[src/rtl/muldiv_unit.sv]
// Iterative RV32M multiply/divide unit: shift-add multiply and restoring divide on
// operand magnitudes, DATAWIDTH steps, then sign fixup and a one-cycle regfile write.
module muldiv_unit #(
    parameter int DATAWIDTH = 32,
    parameter int REGISTERS = 32,
    parameter int INDEX     = $clog2(REGISTERS),
    parameter int CNTW      = $clog2(DATAWIDTH) + 1
) (
    input  logic                 clk,
    input  logic                 rst_n,
    input  logic                 start,
    input  logic                 flush,
    input  logic [2:0]           funct3,
    input  logic [DATAWIDTH-1:0] op_a,
    input  logic [DATAWIDTH-1:0] op_b,
    input  logic [INDEX-1:0]     rd_addr,
    output logic                 busy,
    output logic                 werf,
    output logic [INDEX-1:0]     wa,
    output logic [DATAWIDTH-1:0] wd
);
    localparam int W = DATAWIDTH;
    localparam logic [CNTW-1:0] LP_LAST = CNTW'(DATAWIDTH - 1);

    typedef enum logic [1:0] {S_IDLE, S_CALC, S_DONE} state_t;

    state_t          r_state;
    logic [CNTW-1:0] r_cnt;
    logic [2:0]      r_f3;
    logic [INDEX-1:0] r_rd;
    logic            r_sa, r_sb, r_divz;
    logic [W-1:0]    r_hi, r_lo, r_m;
    logic            r_werf;
    logic [INDEX-1:0] r_wa;
    logic [W-1:0]    r_wd;

    logic            w_a_signed, w_b_signed, w_sa, w_sb;
    logic [W-1:0]    w_mag_a, w_mag_b;
    logic [W:0]      w_add, w_shift, w_diff;
    logic [W-1:0]    w_nhi, w_nlo;
    logic [2*W-1:0]  w_prod, w_prod_s;
    logic [W-1:0]    w_q, w_r, w_rem_mag, w_result;

    always_comb begin
        w_a_signed = 1'b0;
        w_b_signed = 1'b0;
        case (funct3)
            3'b000, 3'b001, 3'b100, 3'b110: begin w_a_signed = 1'b1; w_b_signed = 1'b1; end
            3'b010:                         w_a_signed = 1'b1;
            default: ;
        endcase
        w_sa    = w_a_signed & op_a[W-1];
        w_sb    = w_b_signed & op_b[W-1];
        w_mag_a = w_sa ? -op_a : op_a;
        w_mag_b = w_sb ? -op_b : op_b;
    end

    // Multiply: r_lo holds the multiplier shifting out while the product fills {r_hi,r_lo}.
    // Divide: r_lo holds the dividend shifting into r_hi (partial remainder) and collects quotient bits.
    always_comb begin
        w_add   = {1'b0, r_hi} + (r_lo[0] ? {1'b0, r_m} : '0);
        w_shift = {r_hi, r_lo[W-1]};
        w_diff  = w_shift - {1'b0, r_m};
        w_nhi   = r_hi;
        w_nlo   = r_lo;
        if (!r_f3[2]) begin
            w_nhi = w_add[W:1];
            w_nlo = {w_add[0], r_lo[W-1:1]};
        end else if (!r_divz) begin
            if (!w_diff[W]) begin
                w_nhi = w_diff[W-1:0];
                w_nlo = {r_lo[W-2:0], 1'b1};
            end else begin
                w_nhi = w_shift[W-1:0];
                w_nlo = {r_lo[W-2:0], 1'b0};
            end
        end
    end

    // Divide by zero leaves |op_a| untouched in r_lo, so the signed fixup restores op_a itself.
    always_comb begin
        w_prod    = {w_nhi, w_nlo};
        w_prod_s  = (r_sa ^ r_sb) ? -w_prod : w_prod;
        w_q       = r_divz ? '1 : ((r_sa ^ r_sb) ? -w_nlo : w_nlo);
        w_rem_mag = r_divz ? w_nlo : w_nhi;
        w_r       = r_sa ? -w_rem_mag : w_rem_mag;
        case (r_f3)
            3'b000:         w_result = w_prod_s[W-1:0];
            3'b100, 3'b101: w_result = w_q;
            3'b110, 3'b111: w_result = w_r;
            default:        w_result = w_prod_s[2*W-1:W];
        endcase
    end

    always_ff @(posedge clk or negedge rst_n) begin
        if (!rst_n) begin
            r_state <= S_IDLE;
            r_cnt   <= '0;
            r_f3    <= '0;
            r_rd    <= '0;
            r_sa    <= 1'b0;
            r_sb    <= 1'b0;
            r_divz  <= 1'b0;
            r_hi    <= '0;
            r_lo    <= '0;
            r_m     <= '0;
            r_werf  <= 1'b0;
            r_wa    <= '0;
            r_wd    <= '0;
        end else begin
            case (r_state)
                S_IDLE: begin
                    r_werf <= 1'b0;
                    if (start && !flush) begin
                        r_f3    <= funct3;
                        r_rd    <= rd_addr;
                        r_sa    <= w_sa;
                        r_sb    <= w_sb;
                        r_divz  <= funct3[2] & (op_b == '0);
                        r_hi    <= '0;
                        r_lo    <= funct3[2] ? w_mag_a : w_mag_b;
                        r_m     <= funct3[2] ? w_mag_b : w_mag_a;
                        r_cnt   <= '0;
                        r_state <= S_CALC;
                    end
                end
                S_CALC: begin
                    if (flush) begin
                        r_state <= S_IDLE;
                    end else begin
                        r_hi  <= w_nhi;
                        r_lo  <= w_nlo;
                        r_cnt <= r_cnt + 1'b1;
                        if (r_cnt == LP_LAST) begin
                            r_werf  <= 1'b1;
                            r_wa    <= r_rd;
                            r_wd    <= w_result;
                            r_state <= S_DONE;
                        end
                    end
                end
                S_DONE: begin
                    r_werf  <= 1'b0;
                    r_state <= S_IDLE;
                end
                default: r_state <= S_IDLE;
            endcase
        end
    end

    assign busy = (r_state != S_IDLE);
    assign werf = r_werf & ~flush;
    assign wa   = r_wa;
    assign wd   = r_wd;

endmodule
[config.mk]
export PLATFORM = sky130hd
export DESIGN_NAME = muldiv_unit
export DESIGN_NICKNAME = d
export VERILOG_FILES = /design/src/rtl/muldiv_unit.sv
export SDC_FILE = /design/constraint.sdc
export NUM_CORES = 1
export LEC_CHECK = 0
export BUFFER_PORTS_ARGS = -buffer_cell sky130_fd_sc_hd__buf_2
export CORE_ASPECT_RATIO = 1.1
export CORE_MARGIN = 3
export CORE_UTILIZATION = 39
export CTS_CLUSTER_SIZE = 8
export DETAILED_ROUTE_END_ITERATION = 10
export SLEW_MARGIN = 20
export SYNTH_ARGS = -nofsm -noshare
export SYNTH_HDL_FRONTEND = slang
export SYNTH_SLANG_ARGS = --single-unit
[constraint.sdc]
create_clock -name clk -period 10.9 [get_ports clk]
set_input_delay 3.27 -clock clk [delete_from_list [all_inputs] [get_ports clk]]
set_output_delay 3.27 -clock clk [all_outputs]
set_load 0.01 [all_outputs]
== Word-level counts from Yosys, hierarchy flattened ==
Cells that the tools add are included.
Widths: inputs -> output; s select.
Storage, ports and cells
  register bits: 153
  latch bits: 0
  RAM bits: 0
  bits in read-only memories: 0
  input bits: 76
  output and inout bits: 39
  logic and storage cells: 96
  memories: 0
Operators by class
  $add $sub $neg: 8
  multipliers: 0
  divide/modulo/power cells: 0
  order comparisons: 0
  equality and inequality tests: 15
  shifts and indexed selects: 0
  multiplexer cells: 35
  bitwise operators: 6
  reduce and logical (&&, ||, !) cells: 19
Operator list (number)
  $mux 32: 18
  $neg 32->32: 4
  $pmux 32 s2: 2
  $pmux 32 s3: 1
  $mux 64: 1
  $neg 64->64: 1
  $add 32x32->33: 1
  $sub 33x32->33: 1
  $logic_not 32->1: 1
  $eq 3x3->1 const B: 6
  $mux 6: 2
  $pmux 6 s2: 1
  $reduce_and 3->1: 3
  $add 6x1->6 const B: 1
  $eq 6x5->1 const B: 1
  $logic_not 3->1: 2
  $mux 2: 3
  $ne 2x2->1 const B: 3
  $reduce_bool 2->1: 3
  $reduce_or 2->1: 3
  $mux 1: 5
  $reduce_or 5->1: 1
  $and 1x1->1: 4
  $pmux 2 s2: 1
  13 further kinds: 14

== Logic depth before layout (Yosys ltp) ==
  depth after elaboration: 8
  gate-level depth with buffers: 24
  mapped depth without buffers: 22

== Worst setup path after synthesis ==
OpenSTA, ideal clock, no wires.
  kind: input to output
  start: in flush
  end: out werf
  arrival: 3448 ps
  data required time: 7630 ps
  setup slack: 4182 ps
  cell stages on the path: 1
  path buffers: 0
  path through: nor2b_1
Between the ends
  word-level cells in the longest chain between the ends: 2
RTL lines
  start, declared: line 12  | input logic flush,
  $not 1->1 (no line)
  $and 1x1->1: line 152  | assign werf = r_werf & ~flush;
  end, declared: line 18  | output logic werf,
Every way passes these cells.

== Final worst setup path ==
Ends and elaborated chain as after synthesis.

==> summary.md <==
| Metric | Value |
|---|---|
| Outcome | finished, final reports clean |
| CP Data Required Time | 7630 ps |
| Tcrit/Tclk final | 0.637 |
| TritonCTS clock tree | built |
| Yosys reg bits | between 150 and 200 |
| Syn avg cell area | ~7.3 um^2 |
| RSZ-0062 raised after global routing | no |
| Area after DPL | around 19000 um^2 |
| Mapped Nets | ~2600 |
| Most frequent cell after synthesis | nand2_1 |
| Cell Area, Synth | 17800 um^2 |
| Die W | 210 um |
| Mapped Cells | between 2000 and 2500 |
| Antenna violations before repair | 1 |
| Syn. warnings | 0 |
| RePlAce Congestion | 0.955 |
| Most area-consuming cells after synthesis | dfrtp_1, o21ai_0, nand2_1 |
| Critical Path End | werf |
| Clk Latency, worst-skew pair | around 480 ps |
| Hold Path Class | reg2reg |
| I/O Buffers | 114 |
| WS Path Type | in2out |
| Yosys cell types | 110 |
| Number of synthesized flops with an enable pin | 0 |
| Worst IR Drop VDD | ~0.00017 V |
| CP max stage delay | around 150 ps |
| Worst hold path startpoint | wa[2] |
| Most used cell, CP | buf_2 |
| Fin area | ~19000 um^2 |
| Arr. time, crit path | around 3700 ps |
| CORE AREA | roughly 45000 um^2 |
| Seq/Total Area, Yosys | 0.215 |
| Routed vias | a little under 20000 |
| Sum Neg Setup Slack | 0 ps |
| Vias per inst | around 6.3 |
| R2R cell count | 20 |
| Initial core utilization | 0.398 |
| Detailed-router iteration count before antenna repair | 6 |
| Vias in the first global route | 18300 |
| Gr ovfl total | 0 |
| Layout cells sized above 1 | 0.113 |
| Global-route wire length before repair | roughly 110000 um |
| DIE AREA | between 40000 and 50000 um^2 |
| Critical path's slowest cell | buf_2 |
| Row Count | approximately 80 |
| Area delta synth->final | 8.91% |
| CP cell instances | buf_2, nor2b_1, buf_2 |
| Synth top area share | 0.215 |
| Largest net degree at the start of global routing | 97 |
| Final setup fails | 0 |
| Die Span Y | approximately 230 um |
| Worst setup path startpoint | flush |
| Max-slew violation count | 0 |
| Commonest register cell after synthesis | dfrtp_1 |
| Util after Layout | 0.434 |
| Clk sinks | about 150 |
| Commonest cells post-synth | nand2_1, nor2_1, o21ai_0, a21oi_1, dfrtp_1 |
| DP Cell Count | 3036 |
| Crit path time final | around 6900 ps |
| Resized cells post-CTS | 0 |
| Relative slew slack | 0.254 |
| ANT nets after route | 0 |
| Starting DRT DRC Count | slightly above 2000 |
| Final hold slack | between 400 and 500 ps |
| Filler instances | 4655 |
| # nets final | about 2600 |
| Non-Filler Instances | between 3000 and 4000 |
| GRT Overall Usage | 0.306 |
| Hold Vio Cnt, Final | 0 |
| Reg-to-reg setup timing slack | 4640 ps |
| WL final | approximately 76000 um |
| Origin of the critical flop-to-flop path | r_hi[24] |
| Postcts setup bufs | 0 |
| Clock transition at path regs | ~70 ps |
| Number of remaining DRC errors | 0 |
| Critical Path End Type | output port |
| Slew @ Worst Pin | between 1000 and 1500 ps |
| Maximum clock frequency | 144 MHz |
| Max-cap violations | 0 |
| Num ports | 115 |
| Area leader, netlist | dfrtp_1 |
| DR WL/cell | 24.6 um |
| Reg2Reg Capture Point | wd[26] |
| Pwr/cell area | 292 nW/um^2 |
| Clock skew | ~16 ps |
| Maximum fanout along the worst path | 7 |
| Total CTS buffers | 17 |
| Hold Buf Count CTS | 0 |
| P_leak | just over 8 nW |
| Post-synth ARST share | 1.00 |
| CP Launch Type | input pin |
| Maximum clock path buffer count | 2 |
| Htree depth | 4 |
| Clock root cell | clkbuf_16 |
| Hpwl dp | 58700 um |
==> metrics by stage <==
step	total power, mW	setup WS (ps)
after floorplan	3.67	4180
after global placement	4.88	3970
after detailed placement	4.92	3950
after CTS	5.57	3950
after global routing	6.00	3900
final	5.67	3950
==> area by class of cell <==
cell class	instances	area (um^2)	share of cell area
tap	581	727	0.0374
clock inverter	14	149	0.00766
multi-input combinational	2066	13100	0.674
timing repair buffer	155	885	0.0455
sequential	153	3840	0.197
antenna	1	2.50	0.000129
inverter	81	304	0.0157
clock buffer	18	439	0.0226
==> cells by family (layout without fill, tap and decap cells) <==
family                   Yosys count  after routing  synth area share
other                              0              1                 0
XOR/XNOR                         183            183            0.0899
AND/OR/NAND/NOR                  896            896             0.242
multiplexers                      65             65            0.0379
flip-flops                       153            153             0.215
adder cells (fa/ha/maj)           71             71            0.0506
AO/OA/AOI/OAI                    851            851             0.310
buffers and inverters            231            268            0.0542
==> metal layers <==
layer | vias to the layer above | track usage | part of all wire
li1 | 9020 | - | -
met3 | 209 | 0.0453 | 0.065
met1 | 9334 | 0.391 | 0.41
met2 | 830 | 0.496 | 0.46
met5 | - | 0 | 0
met4 | 0 | 0.166 | 0.061
==> report_power, final <==
part / switching [mW] / internal, mW / total (mW) / leakage, nW
combinational: 2.71 / 1.39 / 4.09 / 5.93
clock: 0.309 / 0.331 / 0.640 / 0.290
sequential: 0.244 / 0.692 / 0.936 / 1.95
==> how the worst min path moves through the flow <==
| stage | endpoint | slack [ps] | depth (start not counted) |
|---|---|---|---|
| finish | wa[2] | 470 | 2 |
| global route | wd[2] | 510 | 2 |
| CTS | wa[2] | 480 | 2 |
| detailed placement | wa[2] | 460 | 2 |
| global placement | wa[3] | 450 | 2 |
| floorplan | wa[0] | 440 | 2 |
==> critical path, delay by kind of cell <==
kind / cells / cell delay, ps
buffers and inverters: 2 / 290
AND/OR/NAND/NOR: 1 / 120
==> sequential cells by signal, indices dropped and copies added, names as in the netlist, 2 cells and up <==
signal,cells
r_f3,3
r_lo,32
wa,5
r_rd,5
r_cnt,6
r_m,32
r_hi,32
wd,32
r_state,2
==> cell usage in the layout (no fill, tap or decap), drive strengths merged, types with 53 or more instances in the layout <==
cell	count
a21oi	222
xor2	84
dfrtp	153
nand2	313
inv	89
buf	155
xnor2	99
mux2i	53
ha	69
o21ai	259
nor2	250
nor3	68
(Power assumes the default switching activity.)
